### config.mk
export PLATFORM = sky130hd
export DESIGN_NAME = face_detect_mul_arbiter
export DESIGN_NICKNAME = d
export VERILOG_FILES = /design/src/rtl/face_detect_mul_arbiter.sv
export SDC_FILE = /design/constraint.sdc
export NUM_CORES = 1
export LEC_CHECK = 0
export CAP_MARGIN = 20
export CORE_AREA = 5 5 107 109
export CTS_BUF_LIST = sky130_fd_sc_hd__clkbuf_2
export CTS_CLUSTER_DIAMETER = 80
export DETAILED_ROUTE_END_ITERATION = 7
export DIE_AREA = 0 0 112 114
export HOLD_SLACK_MARGIN = 0.12
export PLACE_DENSITY = 0.81
export SLEW_MARGIN = 25
export SYNTH_ARGS = -nofsm -noshare
export SYNTH_HDL_FRONTEND = slang
export SYNTH_SLANG_ARGS = --single-unit
### constraint.sdc
create_clock -name clk -period 6.69 [get_ports clk]
set_clock_uncertainty 0.1 [all_clocks]
set_input_delay 1.0035 -clock clk [delete_from_list [all_inputs] [get_ports clk]]
set_output_delay 1.0035 -clock clk [all_outputs]
set_load 0.02 [all_outputs]
### src/rtl/face_detect_mul_arbiter.sv
// Round-robin share of one 3-stage 13s x 16u multiplier; result LATENCY cycles after transfer; res_ready low on a valid result freezes the pipe via mul_ce.
// Optional perf counters under FACE_DETECT_MUL_ARB_PERF_EN.
module face_detect_mul_arbiter #(
    parameter int NUM_REQ = 4,
    parameter int ID_W    = 2,
    parameter int LATENCY = 3
) (
    input  logic                  clk,
    input  logic                  reset,
    input  logic [NUM_REQ-1:0]    req_valid,
    output logic [NUM_REQ-1:0]    req_ready,
    input  logic [NUM_REQ*13-1:0] req_a,
    input  logic [NUM_REQ*16-1:0] req_b,
    output logic                  mul_ce,
    output logic [12:0]           mul_din0,
    output logic [15:0]           mul_din1,
    input  logic [28:0]           mul_dout,
    output logic                  res_valid,
    input  logic                  res_ready,
    output logic [28:0]           res_data,
    output logic [ID_W-1:0]       res_id,
    output logic [31:0]           perf_grants,
    output logic [31:0]           perf_stalls
);

    logic [ID_W-1:0]    r_rr_ptr;
    logic [LATENCY-1:0] r_vld;
    logic [ID_W-1:0]    r_id [LATENCY];
    logic [12:0]        r_last_a;
    logic [15:0]        r_last_b;

    logic               w_ce;
    logic               w_any;
    logic               w_xfer;
    logic [ID_W-1:0]    w_gidx;
    logic [ID_W-1:0]    w_cand;
    logic [12:0]        w_sel_a;
    logic [15:0]        w_sel_b;

    // First valid requester at or after the pointer, wrapping modulo NUM_REQ.
    always_comb begin
        w_any  = 1'b0;
        w_gidx = '0;
        w_cand = '0;
        for (int k = 0; k < NUM_REQ; k++) begin
            w_cand = ID_W'((int'(r_rr_ptr) + k) % NUM_REQ);
            if (!w_any && req_valid[w_cand]) begin
                w_any  = 1'b1;
                w_gidx = w_cand;
            end
        end
    end

    assign w_ce    = ~r_vld[LATENCY-1] | res_ready;
    assign w_xfer  = w_any & w_ce;
    assign w_sel_a = req_a[13*w_gidx +: 13];
    assign w_sel_b = req_b[16*w_gidx +: 16];

    assign mul_ce    = w_ce;
    assign req_ready = w_xfer ? (NUM_REQ'(1) << w_gidx) : '0;
    assign mul_din0  = w_any ? w_sel_a : r_last_a;
    assign mul_din1  = w_any ? w_sel_b : r_last_b;
    assign res_valid = r_vld[LATENCY-1];
    assign res_id    = r_id[LATENCY-1];
    assign res_data  = mul_dout;

    always_ff @(posedge clk) begin
        if (reset) begin
            r_rr_ptr <= '0;
            r_vld    <= '0;
            r_last_a <= '0;
            r_last_b <= '0;
            for (int k = 0; k < LATENCY; k++) r_id[k] <= '0;
        end else begin
            if (w_xfer) begin
                r_rr_ptr <= (w_gidx == ID_W'(NUM_REQ-1)) ? '0 : w_gidx + 1'b1;
                r_last_a <= w_sel_a;
                r_last_b <= w_sel_b;
            end
            // Shadow pipe moves in lockstep with the multiplier's ce.
            if (w_ce) begin
                r_vld[0] <= w_xfer;
                r_id[0]  <= w_gidx;
                for (int k = 1; k < LATENCY; k++) begin
                    r_vld[k] <= r_vld[k-1];
                    r_id[k]  <= r_id[k-1];
                end
            end
        end
    end

`ifdef FACE_DETECT_MUL_ARB_PERF_EN
    logic [31:0] r_perf_grants;
    logic [31:0] r_perf_stalls;

    always_ff @(posedge clk) begin
        if (reset) begin
            r_perf_grants <= '0;
            r_perf_stalls <= '0;
        end else begin
            if (w_xfer) r_perf_grants <= r_perf_grants + 32'd1;
            if (!w_ce)  r_perf_stalls <= r_perf_stalls + 32'd1;
        end
    end

    assign perf_grants = r_perf_grants;
    assign perf_stalls = r_perf_stalls;
`else
    assign perf_grants = '0;
    assign perf_stalls = '0;
`endif

endmodule

## Word level (Yosys, flattened, before mapping)

Memory sizes are Yosys's and may differ from the RTL's.
Cells that the tools add are included.

- Latch bits: 0
- Memory bits (read-only): 0
- Input bits: 152
- Memories: 1
- Word-level logic and storage cells: 58
- Bits in writable memories: 6
- Register bits: 34

- Bitwise logic cells: 6
- Order comparisons: 4
- Reductions and logical operators: 6
- Mux-type cells: 28
- Multipliers: 1
- Equal/unequal tests: 1
- $add $sub $neg: 4
- Shift-type cells: 3
- Divide/modulo/power cells: 0

Memory list:

| memory | depth | bits a word | read ports | clocked after memory_dff | wr ports | RTL line | RTL |
|---|---|---|---|---|---|---|---|
| r_id | 3 | 2 | 3 | 0 | 3 | 28 | `logic [ID_W-1:0] r_id [LATENCY];` |

Operators by type and width:

| cell | number |
|---|---|
| $shiftx 64x7->16 | 1 |
| $shiftx 52x7->13 | 1 |
| $mux 16 | 1 |
| $mux 2 | 8 |
| $mux 1 | 13 |
| $mux 13 | 1 |
| $lt 2x3->1 const B | 4 |
| $bmux 1 s2 | 4 |
| $mul 4x2->6 const A | 1 |
| $add 2x1->2 const B | 2 |
| $add 2x2->2 const B | 2 |
| $mux 4 | 1 |
| $or 1x1->1 | 4 |
| $shl 1x2->4 const A | 1 |
| $logic_and 1x1->1 | 3 |
| $logic_not 1->1 | 3 |
| $eq 2x2->1 const B | 1 |
| $and 1x1->1 | 1 |
| $not 1->1 | 1 |

## Logic depth before layout (Yosys ltp)

- Depth in word-level cells: 15
- Mapped depth: 9

## Least setup slack after synthesis

No wires, ideal clock.

- Path type: input -> output
- From: input req_valid[2]
- To: output mul_din0[0]
- Data required time: 5.586 ns
- Setup slack: 2.709 ns
- Arrival: 2.878 ns
- Buffers on the path: 2
- Cell stages on the path: 7
- Cells stage by stage: nor2b_1 -> or4b_1 -> and2_1 -> buf_2 -> buf_6 -> mux2i_1 -> a211oi_1

- Cells in the longest elaborated chain, start to end: 15
- Elaborated cells between the ends (all ways): 25
- Those cells by class: 1 x mul; 1 x shift; 17 x mux; 6 x reduce/logical

RTL lines:

| what | RTL line | RTL |
|---|---|---|
| start: declaration | 10 | `input logic [NUM_REQ-1:0] req_valid,` |
| $bmux 1 s2 | 47 | `if (!w_any && req_valid[w_cand]) begin` |
| $mux 1 (not written as such) | 47 |  |
| $mux 1 | 47 |  |
| $logic_not 1->1 | 47 |  |
| $logic_and 1x1->1 | 47 |  |
| $mux 1 | 47 |  |
| $logic_not 1->1 | 47 |  |
| $logic_and 1x1->1 | 47 |  |
| $mux 1 | 47 |  |
| $logic_not 1->1 | 47 |  |
| $logic_and 1x1->1 | 47 |  |
| $mux 2 | 47 |  |
| $mul 4x2->6 | 56 | `assign w_sel_a = req_a[13*w_gidx +: 13];` |
| $shiftx 52x7->13 | 56 |  |
| $mux 13 (*) | 61 | `assign mul_din0 = w_any ? w_sel_a : r_last_a;` |
| end: declaration | 15 | `output logic [12:0] mul_din0,` |

Mark *: on every way between the ends. The rest lies on a longest branch, timed or not. The select of a mux whose other input is x is not followed.

## Worst setup path in the final report

- From: input req_valid[3]
- To: output mul_din0[0]

Same word-level chain as after synthesis.

==> results.cfg <==
[global_route]
grt_pass1_wl_um = 18950
grt_util_all_layers_pct = 18.03
grt_pass1_vias = 3858
grt_max_degree = 60
antenna_found_initial = 0
grt-ovfl-total = 0

[run_status]
status = finished clean

[drt]
vias = 3610
drcViolationCount = 0
drtAntennaViolNets = 0
firstDrtPassIters = 5
wirelength_um = 12320
wl_per_cell_um = 17.70
detail_route.iter0.violations = 168
via_per_inst = 5.187

[worst_setup_path]
r2r_cells = 6
crit_buf_inv = 2
worstSetupStartpoint = req_valid[3]
path_cells = clkdlybuf4s50_1 -> nor2_1 -> or4_2 -> nand2_4 -> a211oi_1 -> a211oi_1 -> clkdlybuf4s50_1
crit_required_ns = 5.59
end_kind = primary output
critPathMaxFanout = 59
critPathLaunchType = primary input
cp.depth = 7
crit_type = primary input to primary output
cp.arrival_ns = 4.52
r2r-start = r_rr_ptr[1]$_SDFFE_PP0P_
worst_path_largest_cell_delay_ns = 1.02
crit_end = mul_din0[0]
r2r-end = r_last_a[1]$_SDFFE_PP0P_
worst_path_dominant_cell_family = simple AND/OR/NAND/NOR gates
r2r_slack_ns = 3.97
cp_slowest_cell = or4_2

[synth]
yosys_warnings = 0
netlist_area_um2 = 3543
ys_types = 26
yosys-top-cells-area = buf_4, dfxtp_1, a211oi_1
synthSimpleGateAreaFrac_pct = 16.88
yosys.area_share.adder_pct = 0
synthXorXnorAreaFrac_pct = 0.2472
ys_ff_latch = 40
synth_top_family_by_area = buffers and inverters
yosysTopAreaCell = buf_4
syn_avg_cell_area_um2 = 7.857
synthDominantCellAreaShare_pct = 20.34
synth_mux_area_share_pct = 8.192
synth_compound_area_share_pct = 24.93
synth_seq_area_share_pct = 24.29
synth_cells = 451

[cts]
cts_tree = yes
clockBufferDepth = 2
cts-root-buf = clkbuf_2
path_clk_slew_ns = 0.22
cts_hold_buf = 0
cts_resized = 0
htree_levels = 2
cts_sinks = 40
cts_buffers = 5
post_cts.repair.setup_buffers = 0
worstSkewPairLatency_ns = 0.39

[hold_path]
whs_path_depth = 2
hold_path.class = register to register

[floorplanning]
core_um2 = 10510
die_h_um = 114
num_io_pins = 282
die_w_um = 112
initial_core_util_pct = 33.72
fp-row-count = 38
dieArea_um2 = 12770

[sta]
slew_viol_final = 0
setup_viol = 0
hold_viol = 0
post-route-min-period_ns = 5.626
max_freq_ghz = 0.1778
finalSetupTns_ns = 0
relSlewSlack_pct = 53.06
post-route-period-util_pct = 84.09
tightest_slew_ns = 0.7042
rsz0062_at_grt = false

[cells_and_area]
utilization_pct = 45.67
areaGrowthSynthToFinish_pct = 35.42
stdcell_count = 696
drive_gt1_share_pct = 4.137
antenna_cells = 0
nets = 707

[placement]
dp_cells = 688
port_buffers = 159
gp_congestion = 0.7650
hpwl_um = 8886

[pwr]
power.leakage_nw = 1.997
peakVddDrop_mv = 0.1096
finalPower_mw = 1.125
powerDensity_nw_per_um2 = 234.4

[flow_run]
drv_cap = 0
## worst min path at each step
stage                             startpoint                        to  slack [ns]
floorplan              r_vld[1]$_SDFFE_PP0N_     r_vld[1]$_SDFFE_PP0N_        0.33
global placement       r_vld[1]$_SDFFE_PP0N_     r_vld[1]$_SDFFE_PP0N_        0.34
detailed placement  r_last_a[6]$_SDFFE_PP0P_  r_last_a[6]$_SDFFE_PP0P_        0.35
CTS                    r_vld[1]$_SDFFE_PP0N_     r_vld[1]$_SDFFE_PP0N_        0.38
global route           r_vld[1]$_SDFFE_PP0N_     r_vld[1]$_SDFFE_PP0N_        0.40
finish                 r_vld[1]$_SDFFE_PP0N_     r_vld[1]$_SDFFE_PP0N_        0.37
## worst reg2reg max path, cell delays in order (launching register included)
cell      delay (ns)
dfxtp_1         0.49
a21boi_1        0.14
o32ai_4         0.22
buf_4           0.45
nand2b_1        0.64
buf_4           0.38
o221ai_1        0.18
## routing by layer
| layer | routed length (um) | track usage [%] | vias up |
|---|---|---|---|
| met1 | 4478 | 19.42 | 1695 |
| met4 | 224 | 7.933 | 0 |
| li1 | - | - | 1688 |
| met2 | 6587 | 33.61 | 202 |
| met3 | 1029 | 4.191 | 25 |
| met5 | 0 | 0 | - |
## where the power goes
part,switching (mW),internal [mW],total (mW)
sequential,0.0234,0.288,0.312
clock,0.0876,0.0643,0.152
combinational,0.369,0.292,0.661
total,0.480,0.644,1.12
## sequential cells by signal (all words and copies together) (netlist names)
name      flops
r_id          6
r_last_a     13
r_last_b     16
r_rr_ptr      2
r_vld         3
## cells in the mapped netlist
cell,n
nor2_1,38
xnor2_1,1
nand2b_1,2
dfxtp_1,34
o221ai_1,29
mux2i_1,29
inv_2,2
o32ai_2,1
nor2b_1,5
clkbuf_1,22
and3_1,31
buf_4,96
nand2_2,1
or4b_1,1
conb_1,1
and2_1,7
buf_2,10
nand2_1,34
buf_6,3
edfxtp_1,6
a211oi_1,60
nor3_1,3
buf_1,1
a21oi_1,31
or4_1,2
a21boi_1,1
## final cells by class
| cell class | instances | area (um2) |
|---|---|---|
| Clock inverter | 2 | 35.03 |
| Clock buffer | 6 | 30.03 |
| Multi-Input combinational cell | 340 | 2046 |
| Fill cell | 1031 | 5709 |
| Inverter | 2 | 7.507 |
| Timing Repair Buffer | 166 | 1644 |
| Sequential cell | 40 | 860.8 |
| Tap cell | 140 | 175.2 |
## logic make-up (layout without fill, tap and decap cells)
kind of cell	Yosys count	count (layout)
buffers and inverters	134	176
AND/OR/NAND/NOR	124	124
AO/OA/AOI/OAI	122	122
flip-flops	40	40
multiplexers	29	29
other	1	64
XOR/XNOR	1	1
## layout by cell type (no fill, tap or decap), drive strengths merged, types with 3 or more instances in the layout
| master | count |
|---|---|
| dfxtp | 34 |
| nand2 | 35 |
| a21oi | 31 |
| edfxtp | 6 |
| clkdlybuf4s50 | 159 |
| conb | 64 |
| a211oi | 60 |
| nor2b | 5 |
| clkbuf | 6 |
| nor3 | 3 |
| nor2 | 38 |
| and3 | 31 |
| buf | 7 |
| mux2i | 29 |
| and2 | 7 |
| o221ai | 29 |
## stage by stage
step,hold WS [ns],setup slack [ns],cell area [um2]
after floorplan,0.3322,2.709,3780
after global placement,0.3380,0.7674,4723
after detailed placement,0.3490,0.6196,4726
after CTS,0.3759,0.5991,4791
after global routing,0.4046,0.8954,4798
final,0.3737,1.064,4798
(Power assumes the default switching activity.)
